==> src/rtl/seg7_pkg.sv <==
// Shared constants and types for the seven-segment scanner and its decoder.
// Segment codes are active-high {g,f,e,d,c,b,a}.
package seg7_pkg;

  localparam int unsigned NUM_DIGITS = 4;

  localparam logic [6:0] SEG_BLANK = 7'h00;
  localparam logic [6:0] SEG_0     = 7'h3F;
  localparam logic [6:0] SEG_1     = 7'h06;
  localparam logic [6:0] SEG_2     = 7'h5B;
  localparam logic [6:0] SEG_3     = 7'h4F;
  localparam logic [6:0] SEG_4     = 7'h66;
  localparam logic [6:0] SEG_5     = 7'h6D;
  localparam logic [6:0] SEG_6     = 7'h7D;
  localparam logic [6:0] SEG_7     = 7'h07;
  localparam logic [6:0] SEG_8     = 7'h7F;
  localparam logic [6:0] SEG_9     = 7'h6F;

  // Everything one displayed frame is built from; captured atomically.
  typedef struct packed {
    logic [15:0] digits;
    logic        blank_lz;
    logic [3:0]  dp_mask;
  } snap_t;

  function automatic logic [3:0] nibble(input logic [15:0] d, input logic [1:0] k);
    return d[{k, 2'b00} +: 4];
  endfunction

endpackage

==> src/rtl/seg7_dec.sv <==
// BCD to seven-segment decoder; non-decimal codes 10..15 are blanked.
module seg7_dec
  import seg7_pkg::*;
(
  input  logic [3:0] bcd,
  output logic [6:0] seg
);

  always_comb begin
    seg = SEG_BLANK;
    case (bcd)
      4'd0:    seg = SEG_0;
      4'd1:    seg = SEG_1;
      4'd2:    seg = SEG_2;
      4'd3:    seg = SEG_3;
      4'd4:    seg = SEG_4;
      4'd5:    seg = SEG_5;
      4'd6:    seg = SEG_6;
      4'd7:    seg = SEG_7;
      4'd8:    seg = SEG_8;
      4'd9:    seg = SEG_9;
      default: seg = SEG_BLANK;
    endcase
  end

endmodule

==> src/rtl/seg7_scan.sv <==
// Four-digit multiplexed seven-segment scanner with frame-coherent snapshot,
// leading-zero blanking and per-digit decimal points.
module seg7_scan
  import seg7_pkg::*;
#(
  parameter int unsigned SCAN_DIV = 1000
) (
  input  logic        clk,
  input  logic        rst,
  input  logic        on,
  input  logic [15:0] digits,
  input  logic        blank_lz,
  input  logic [3:0]  dp_mask,
  output logic [6:0]  seg,
  output logic        dp,
  output logic [3:0]  an,
  output logic        frame
);

  if (SCAN_DIV < 2 || SCAN_DIV > 65535) begin : g_bad_div
    $error("seg7_scan: SCAN_DIV must be in 2..65535");
  end

  localparam logic [15:0] PcntLast = 16'(SCAN_DIV - 1);

  logic [15:0] pcnt_q, pcnt_d;
  logic [1:0]  idx_q, idx_d;
  snap_t       snap_q, snap_d;
  logic        frame_q, frame_d;
  logic        tick, wrap;

  always_comb begin
    tick    = on && (pcnt_q == PcntLast);
    wrap    = tick && (idx_q == 2'd3);
    pcnt_d  = pcnt_q;
    if (on) begin
      pcnt_d = tick ? 16'd0 : pcnt_q + 16'd1;
    end
    idx_d   = tick ? idx_q + 2'd1 : idx_q;
    snap_d  = snap_q;
    if (wrap) begin
      snap_d = '{digits: digits, blank_lz: blank_lz, dp_mask: dp_mask};
    end
    frame_d = wrap;
  end

  always_ff @(posedge clk or negedge rst) begin
    if (!rst) begin
      pcnt_q  <= 16'd0;
      idx_q   <= 2'd0;
      snap_q  <= '0;
      frame_q <= 1'b0;
    end else begin
      pcnt_q  <= pcnt_d;
      idx_q   <= idx_d;
      snap_q  <= snap_d;
      frame_q <= frame_d;
    end
  end

  // Output decode sees only registered idx and snapshot; `on` merely gates.
  logic [3:0] cur_bcd;
  logic [6:0] dec_seg;
  logic [3:0] zero;
  logic [3:0] lz_run;
  logic       lz_blank;

  assign cur_bcd = nibble(snap_q.digits, idx_q);

  seg7_dec u_dec (
    .bcd (cur_bcd),
    .seg (dec_seg)
  );

  // lz_run[k]: digits k..3 are all zero.
  always_comb begin
    for (int k = 0; k < NUM_DIGITS; k++) begin
      zero[k] = (snap_q.digits[4*k +: 4] == 4'd0);
    end
    lz_run[3] = zero[3];
    for (int k = NUM_DIGITS - 2; k >= 0; k--) begin
      lz_run[k] = lz_run[k+1] & zero[k];
    end
    lz_blank = snap_q.blank_lz && (idx_q != 2'd0) && lz_run[idx_q];
  end

  always_comb begin
    an    = 4'b1111;
    seg   = SEG_BLANK;
    dp    = 1'b0;
    frame = 1'b0;
    if (on) begin
      an    = ~(4'b0001 << idx_q);
      seg   = lz_blank ? SEG_BLANK : dec_seg;
      dp    = snap_q.dp_mask[idx_q];
      frame = frame_q;
    end
  end

endmodule

==> config.mk <==
export PLATFORM = sky130hd
export DESIGN_NAME = seg7_scan
export DESIGN_NICKNAME = d
export VERILOG_FILES = /design/src/rtl/seg7_pkg.sv /design/src/rtl/seg7_dec.sv /design/src/rtl/seg7_scan.sv
export SDC_FILE = /design/constraint.sdc
export NUM_CORES = 1
export LEC_CHECK = 0
export BUFFER_PORTS_ARGS = -buffer_cell sky130_fd_sc_hd__buf_2
export CORE_UTILIZATION = 53
export CTS_CLUSTER_DIAMETER = 80
export DETAILED_ROUTE_END_ITERATION = 12
export PLACE_DENSITY = 0.76
export SLEW_MARGIN = 20
export SYNTH_ARGS = -nofsm -noshare
export SYNTH_HDL_FRONTEND = slang
export SYNTH_SLANG_ARGS = --single-unit
==> constraint.sdc <==
create_clock -name clk -period 4.3 [get_ports clk]
set_input_delay 0.43 -clock clk [delete_from_list [all_inputs] [get_ports clk]]
set_output_delay 0.43 -clock clk [all_outputs]
set_load 0.1 [all_outputs]
==> impl_metrics.csv, run 1 <==
group,metric,value,unit
logic_synthesis,synth_cell_types,38,
timing,fin_crit_sh,77.65,%
final_layout,drive_gt1_share,32.05,%
timing,period_needed,3339,ps
timing,rsz0062_at_grt,"no",
logic_synthesis,synth_ff_type,"dfrtp_1",
logic_synthesis,synthTopCellsByArea,"dfrtp_1 (44%), mux2_4 (13%), ha_1 (5.5%), mux4_2 (4.9%), nor2_1 (3.1%)",
global_routing,grt_pass1_wl,6.775,mm
logic_synthesis,synth.avg_cell_area,11.64,um^2
routing,drc,0,
floorplan,core_area,4086,um^2
logic_synthesis,netlist_top_cells_count,"dfrtp_1 (40), mux2_4 (20), nor2_1 (19)",
clock_network,cts_resized,0,
critical_path,r2r-end,"snap_q[4]",
logic_synthesis,synth.most_common_cell,"dfrtp_1",
timing,setup_tns,0,ps
critical_path,cp.arrival,2910,ps
timing,hold_viol,0,
clock_network,postCtsSetupBuffers,0,
routing,viasPerCell,5.472,
final_layout,area_growth,12.11,%
global_routing,antenna_found_initial,0,
clock_network,numCtsBuffers,5,
floorplan,die_w,67.78,um
global_routing,overflow,0,
clock_network,htreeDepth,2,
critical_path,startpoint,"idx_q[0]",
routing,wire_per_inst,14.76,um
clock_network,hold_buffers,0,
timing,max_freq,299.5,MHz
logic_synthesis,async_reset_ff_share,100.0,%
logic_synthesis,synth_edf_count,0,
critical_path,critPathMaxFanout,10,
logic_synthesis,netlist_area,2293,um^2
logic_synthesis,yosysSeqAreaShare,43.64,%
clock_network,insertion_delay,300,ps
global_routing,grt_pass1_vias,1458,
power,power_leakage,1.295,nW
floorplan,rows,23,
final_layout,nets,267,
outcome,outcome,"completed",
routing,firstDrtPassIters,4,
critical_path,worstSetupStartpointType,"register",
final_layout,antenna_cells,0,
critical_path,crit_type,"reg2out",
logic_synthesis,ys_ff_latch,40,
floorplan,die-area,4594,um^2
routing,num_vias,1554,
timing,hold_ws,248.3,ps
timing,finalSetupViolCount,0,
routing,drt_iter0_markers,58,
power,powerDensity,322.3,nW/um^2
min_path,hold_class,"in2async",
clock_network,cts_tree,"done",
global_routing,grt_start_max_net_pins,41,
critical_path,r2r_cells,4,
clock_network,max-clock-path-buffers,2,
logic_synthesis,syn_nets,231,
critical_path,end_kind,"primary output",
clock_network,cts_root_buf,"clkbuf_8",
logic_synthesis,synthCells,197,
critical_path,critPathCapture,"seg[5]",
run,maxCapViolCount,0,
floorplan,start_util,56.12,%
routing,ant_nets,0,
timing,clock_skew,8.702,ps
floorplan,ioPinCount,37,
power,report.power.total,0.8287,mW
logic_synthesis,synth_top_area_cell,"dfrtp_1",
placement,dp_hpwl,2.982,mm
logic_synthesis,yosys_warnings,0,
critical_path,r2r-start,"pcnt_q[12]",
placement,io_buffers,36,
clock_network,path_clk_slew,80,ps
global_routing,track_usage,20.38,%
logic_synthesis,synth_top_area_share,43.64,%
critical_path,rrSetupSlack,2310,ps
critical_path,required,3870,ps
placement,gp_congestion,0.7787,
routing,routed_wl,4.192,mm
clock_network,cts.sinks,40,
power,peakVddDrop,0.0002481,V
timing,worst_slew_pin_slew,870.9,ps
timing,maxSlewViolCount,0,
timing,relSlewSlack,41.94,%
floorplan,fp.dieH,67.78,um
==> flip-flops by register name, summed over array words and instances (netlist names) <==
register / cells
frame_q: 1
idx_q: 2
pcnt_q: 16
snap_q: 21
==> critical path, stage by stage (launching register included) <==
cell and delay (ps):
dfrtp_1 620, inv_1 170, ha_1 250, nor4_1 280, nand3b_1 120, o41ai_2 720, nor3_1 130, buf_2 320
==> placed cells by master (no fill, tap or decap), drive strengths merged, types with 2 or more instances in the layout <==
cell | synthesis | layout
dfrtp | 40 | 40
buf | 6 | 36
mux2 | 22 | 22
nor2 | 20 | 20
nand2 | 12 | 12
inv | 10 | 10
ha | 10 | 10
xor2 | 8 | 8
xnor2 | 7 | 7
nor4 | 7 | 7
nand3 | 7 | 7
clkbuf | 1 | 7
nor3 | 6 | 6
mux4 | 5 | 5
a21oi | 5 | 5
nand4 | 5 | 5
and2 | 4 | 4
nand3b | 2 | 2
a211oi | 2 | 2
nand2b | 2 | 2
mux2i | 2 | 2
o21ai | 2 | 2
and3 | 2 | 2
==> per-layer routing <==
metal / GRT usage, % / part of all wire, %
met5: 0 / 0
met4: 5.990 / 0.41
met3: 6.419 / 4.1
met2: 32.30 / 49
met1: 26.58 / 47
==> through the flow <==
stage	utilization, %	instance area [um^2]	worst slack, ps	cells
finish	62.92	2571	961.3	284
global route	62.92	2571	762.1	284
CTS	62.92	2571	939.4	284
detailed placement	60.62	2477	1292	276
global placement	60.62	2477	1353	276
floorplan	-	2293	175.4	197
==> how the worst min path moves through the flow <==
stage / end / slack (ps)
finish: pcnt_q[14] / 250
global route: idx_q[0] / 310
CTS: pcnt_q[1] / 270
detailed placement: pcnt_q[15] / 480
global placement: pcnt_q[15] / 480
floorplan: frame_q / 130
==> cells by family after synthesis <==
logic type                 count (synthesis)  share of synthesized area (%)
and+or+nand+nor                           71                          16.53
DFF                                       40                          43.64
muxes                                     29                          19.86
buffers and inverters                     17                          4.201
AOI/OAI and AO/OA                         15                          4.583
xor gates and xnor gates                  15                          5.728
adders and majority gates                 10                          5.456
==> final cells by class <==
cell class / instances / area [um^2]
Multi-Input combinational cell: 140 / 1196
Timing Repair Buffer: 36 / 180.2
Clock buffer: 7 / 86.33
Sequential cell: 40 / 1001
Clock inverter: 1 / 7.507
Tap cell: 50 / 62.56
Inverter: 10 / 37.54
Fill cell: 356 / 1515
==> report_power, final <==
group	leakage [nW]	internal (mW)	total (mW)	switching, mW
Sequential	0.527	0.404	0.440	0.0357
Combinational	0.723	0.0492	0.124	0.0746
Clock	0.0445	0.130	0.265	0.134
Power figures use the tool's default switching activity.
==> run 2, diff against run 1 <==
ABC_AREA = 1   (was default)
PLACE_DENSITY = 0.75   (was 0.76)
clock period = 3.1 ns   (was 4.3 ns; I/O delays follow)
==> run 2 against run 1 <==
The run now ends with DRC left; final area increased by 6.9%; die area increased by 9.8%; first-iteration DRC count increased to 3.6 times the previous value; hold slack got worse by 120 ps; clock skew decreased by 4.3 ps; via count increased by 47%; critical path depth increased by 4.
==> impl_metrics.csv, run 2 <==
group,metric,value,unit
routing,dr_wl_met2,2.298,mm
floorplan,die-area,5044,um^2
routing,viasPerCell,5.146,
timing,setup_tns,0,ps
critical_path,r2r-start,"idx_q[0]",
timing,clock_skew,4.434,ps
logic_synthesis,synth_top_area_cell,"dfrtp_1",
floorplan,core_area,4474,um^2
logic_synthesis,synth.avg_cell_area,7.033,um^2
min_path,hold_class,"in2async",
clock_network,cts_tree,"done",
routing,firstDrtPassIters,8,
routing,num_vias,2285,
critical_path,rrSetupSlack,920,ps
critical_path,crit_type,"reg2out",
floorplan,ioPinCount,37,
logic_synthesis,yosysSeqAreaShare,39.64,%
logic_synthesis,synth_ff_type,"dfrtp_1",
final_layout,final_common_cell,"nand2_1",
logic_synthesis,synthCells,359,
clock_network,path_clk_slew,80,ps
logic_synthesis,ys_ff_latch,40,
routing,routed_wl,5.349,mm
critical_path,cp.arrival,2530,ps
power,powerDensity,446.7,nW/um^2
global_routing,grt_pass1_wl,9.584,mm
logic_synthesis,netlist_top_cells_count,"nand2_1 (132), nor2_1 (50), nand3_1 (45)",
placement,dp_hpwl,3.887,mm
critical_path,worstPathBufferInverterCount,3,
floorplan,fp.dieH,71.02,um
critical_path,end_kind,"primary output",
power,power_leakage,1.562,nW
clock_network,hold_buffers,0,
routing,drt_iter0_markers,210,
critical_path,crit_cells,11,
global_routing,grt_pass1_vias,2118,
critical_path,critPathMaxFanout,15,
final_layout,multi_input_area,1266,um^2
critical_path,cpPeakStageDelay,630,ps
timing,fin_crit_sh,91.48,%
timing,max_freq,352.6,MHz
global_routing,track_usage,24.04,%
power,peakVddDrop,0.0001839,V
logic_synthesis,netlist_area,2525,um^2
clock_network,insertion_delay,290,ps
logic_synthesis,synth_edf_count,0,
logic_synthesis,synth_top_area_share,39.64,%
floorplan,start_util,56.43,%
critical_path,path_delay_family,"buffers and inverters",
global_routing,overflow,0,
final_layout,area_growth,8.821,%
timing,maxSlewViolCount,0,
placement,gp_congestion,0.8462,
critical_path,startpoint,"idx_q[0]",
routing,drc,5,
critical_path,worstSetupStartpointType,"register",
placement,dpl.cell_count,437,
timing,hold_viol,0,
clock_network,cts.sinks,40,
final_layout,area.sequential,1001,um^2
final_layout,regMostFlops,"snap_q",
logic_synthesis,synth.most_common_cell,"nand2_1",
critical_path,crit_path_frequent_cell,"nand2_1",
logic_synthesis,syn_nets,393,
clock_network,cts_resized,0,
timing,rsz0062_at_grt,"no",
final_layout,layout_common_cells,"nand2_1 (132), nor2_1 (50), nand3_1 (45)",
final_layout,nets,426,
outcome,violations,"DRC",
clock_network,htreeDepth,2,
floorplan,rows,24,
routing,wl_met1,2.713,mm
global_routing,antenna_found_initial,0,
final_layout,drive_gt1_share,13.52,%
clock_network,cts_root_buf,"clkbuf_8",
final_layout,n_fill_cell,413,
logic_synthesis,synthTopCellsByArea,"dfrtp_1 (40%), nand2_1 (20%), nand3_1 (8.9%), nor2_1 (7.4%), inv_1 (5.2%)",
global_routing,grt_start_max_net_pins,41,
routing,wire_per_inst,12.05,um
clock_network,max-clock-path-buffers,2,
timing,worst_slew_pin_slew,879.0,ps
placement,io_buffers,36,
timing,relSlewSlack,41.40,%
critical_path,crit_chain,"inv_2, nand2_1, nand3_1, nand2_1, inv_1, ha_1, nand3b_1, nand3_1, nand2_1, nor2_1, buf_2",
clock_network,numCtsBuffers,5,
floorplan,die_w,71.02,um
logic_synthesis,yosys_warnings,0,
timing,period_needed,2836,ps
clock_network,postCtsSetupBuffers,0,
critical_path,required,2790,ps
logic_synthesis,synth_cell_types,27,
outcome,outcome,"finished with violations",
final_layout,reg_top3,"snap_q (21), pcnt_q (16), idx_q (2)",
final_layout,antenna_cells,0,
routing,highest_layer,"met4",
critical_path,r2r_cells,5,
critical_path,cp_slowest_cell,"dfrtp_1",
routing,wl_met3,316,um
logic_synthesis,async_reset_ff_share,100.0,%
routing,ant_nets,0,
final_layout,largest_register_ffs,21,
final_layout,fin_cells,444,
timing,finalSetupViolCount,0,
run,maxCapViolCount,0,
-- run 2: cell count changes in the layout (fill, tap and decap cells not counted), moves of 3 or more --
cell	delta
and2_1	-3
nor3_1	-3
nor2_1	+31
nand2_1	+120
inv_1	+25
xnor2_1	-7
nand3_1	+39
nor4_1	-6
mux2_4	-20
mux4_2	-5
xor2_1	-3
o21bai_1	+3
a21oi_1	-3
-- run 2: final timing paths --
kind / end
min in group clk: snap_q[11]
hold / removal: pcnt_q[1]
max in group asynchronous: snap_q[7]
setup / recovery: seg[6]
hold reg to reg: snap_q[4]
setup reg to reg: snap_q[3]
-- run 2: cells by family (layout without fill, tap and decap cells) --
logic type                 Yosys count  count (layout)  synth area share, %
AOI/OAI and AO/OA                    9               9                2.081
xor gates and xnor gates             5               5                1.734
adders and majority gates           10              10                4.955
buffers and inverters               49              82                10.21
DFF                                 40              40                39.64
and+or+nand+nor                    246             246                41.38
-- run 2: where the power goes --
part / switching [mW] / leakage, nW / internal, mW
logic: 0.176 / 1.02 / 0.0794
registers: 0.0631 / 0.503 / 0.575
clock network: 0.182 / 0.0400 / 0.152
-- run 2: layout make-up --
type	count	share of cell area (%)
inverters	37	5.055
flip-flops and latches	40	36.43
well taps	52	2.368
multi-input cells	270	46.08
clock buffers	5	2.505
repair buffers	38	7.104
clock inverters	2	0.4554
-- run 2: worst register-to-register path, stage by stage, from the launching register on --
cell	delay, ps
dfrtp_1	630
ha_1	430
buf_4	280
nand2_1	460
nand2_1	210
nand2_1	60
-- run 2: layer usage --
layer	up-vias	GRT usage [%]
met5	-	0
met4	0	4.667
met3	2	4.416
met2	58	37.93
met1	1046	35.03
li1	1179	-
-- run 2: metrics by stage --
stage / power, mW / hold slack, ps / setup slack (ps) / util (%) / instance area (um^2)
after floorplan: 0.8234 / 14.41 / 151.8 / - / 2525
after global placement: 0.8898 / 457.3 / 666.6 / 59.59 / 2666
after detailed placement: 0.8982 / 462.0 / 576.8 / 59.59 / 2666
after CTS: 1.233 / 172.0 / 248.1 / 61.41 / 2748
after global routing: 1.306 / 207.7 / 50.65 / 61.41 / 2748
final: 1.227 / 132.7 / 264.2 / 61.41 / 2748
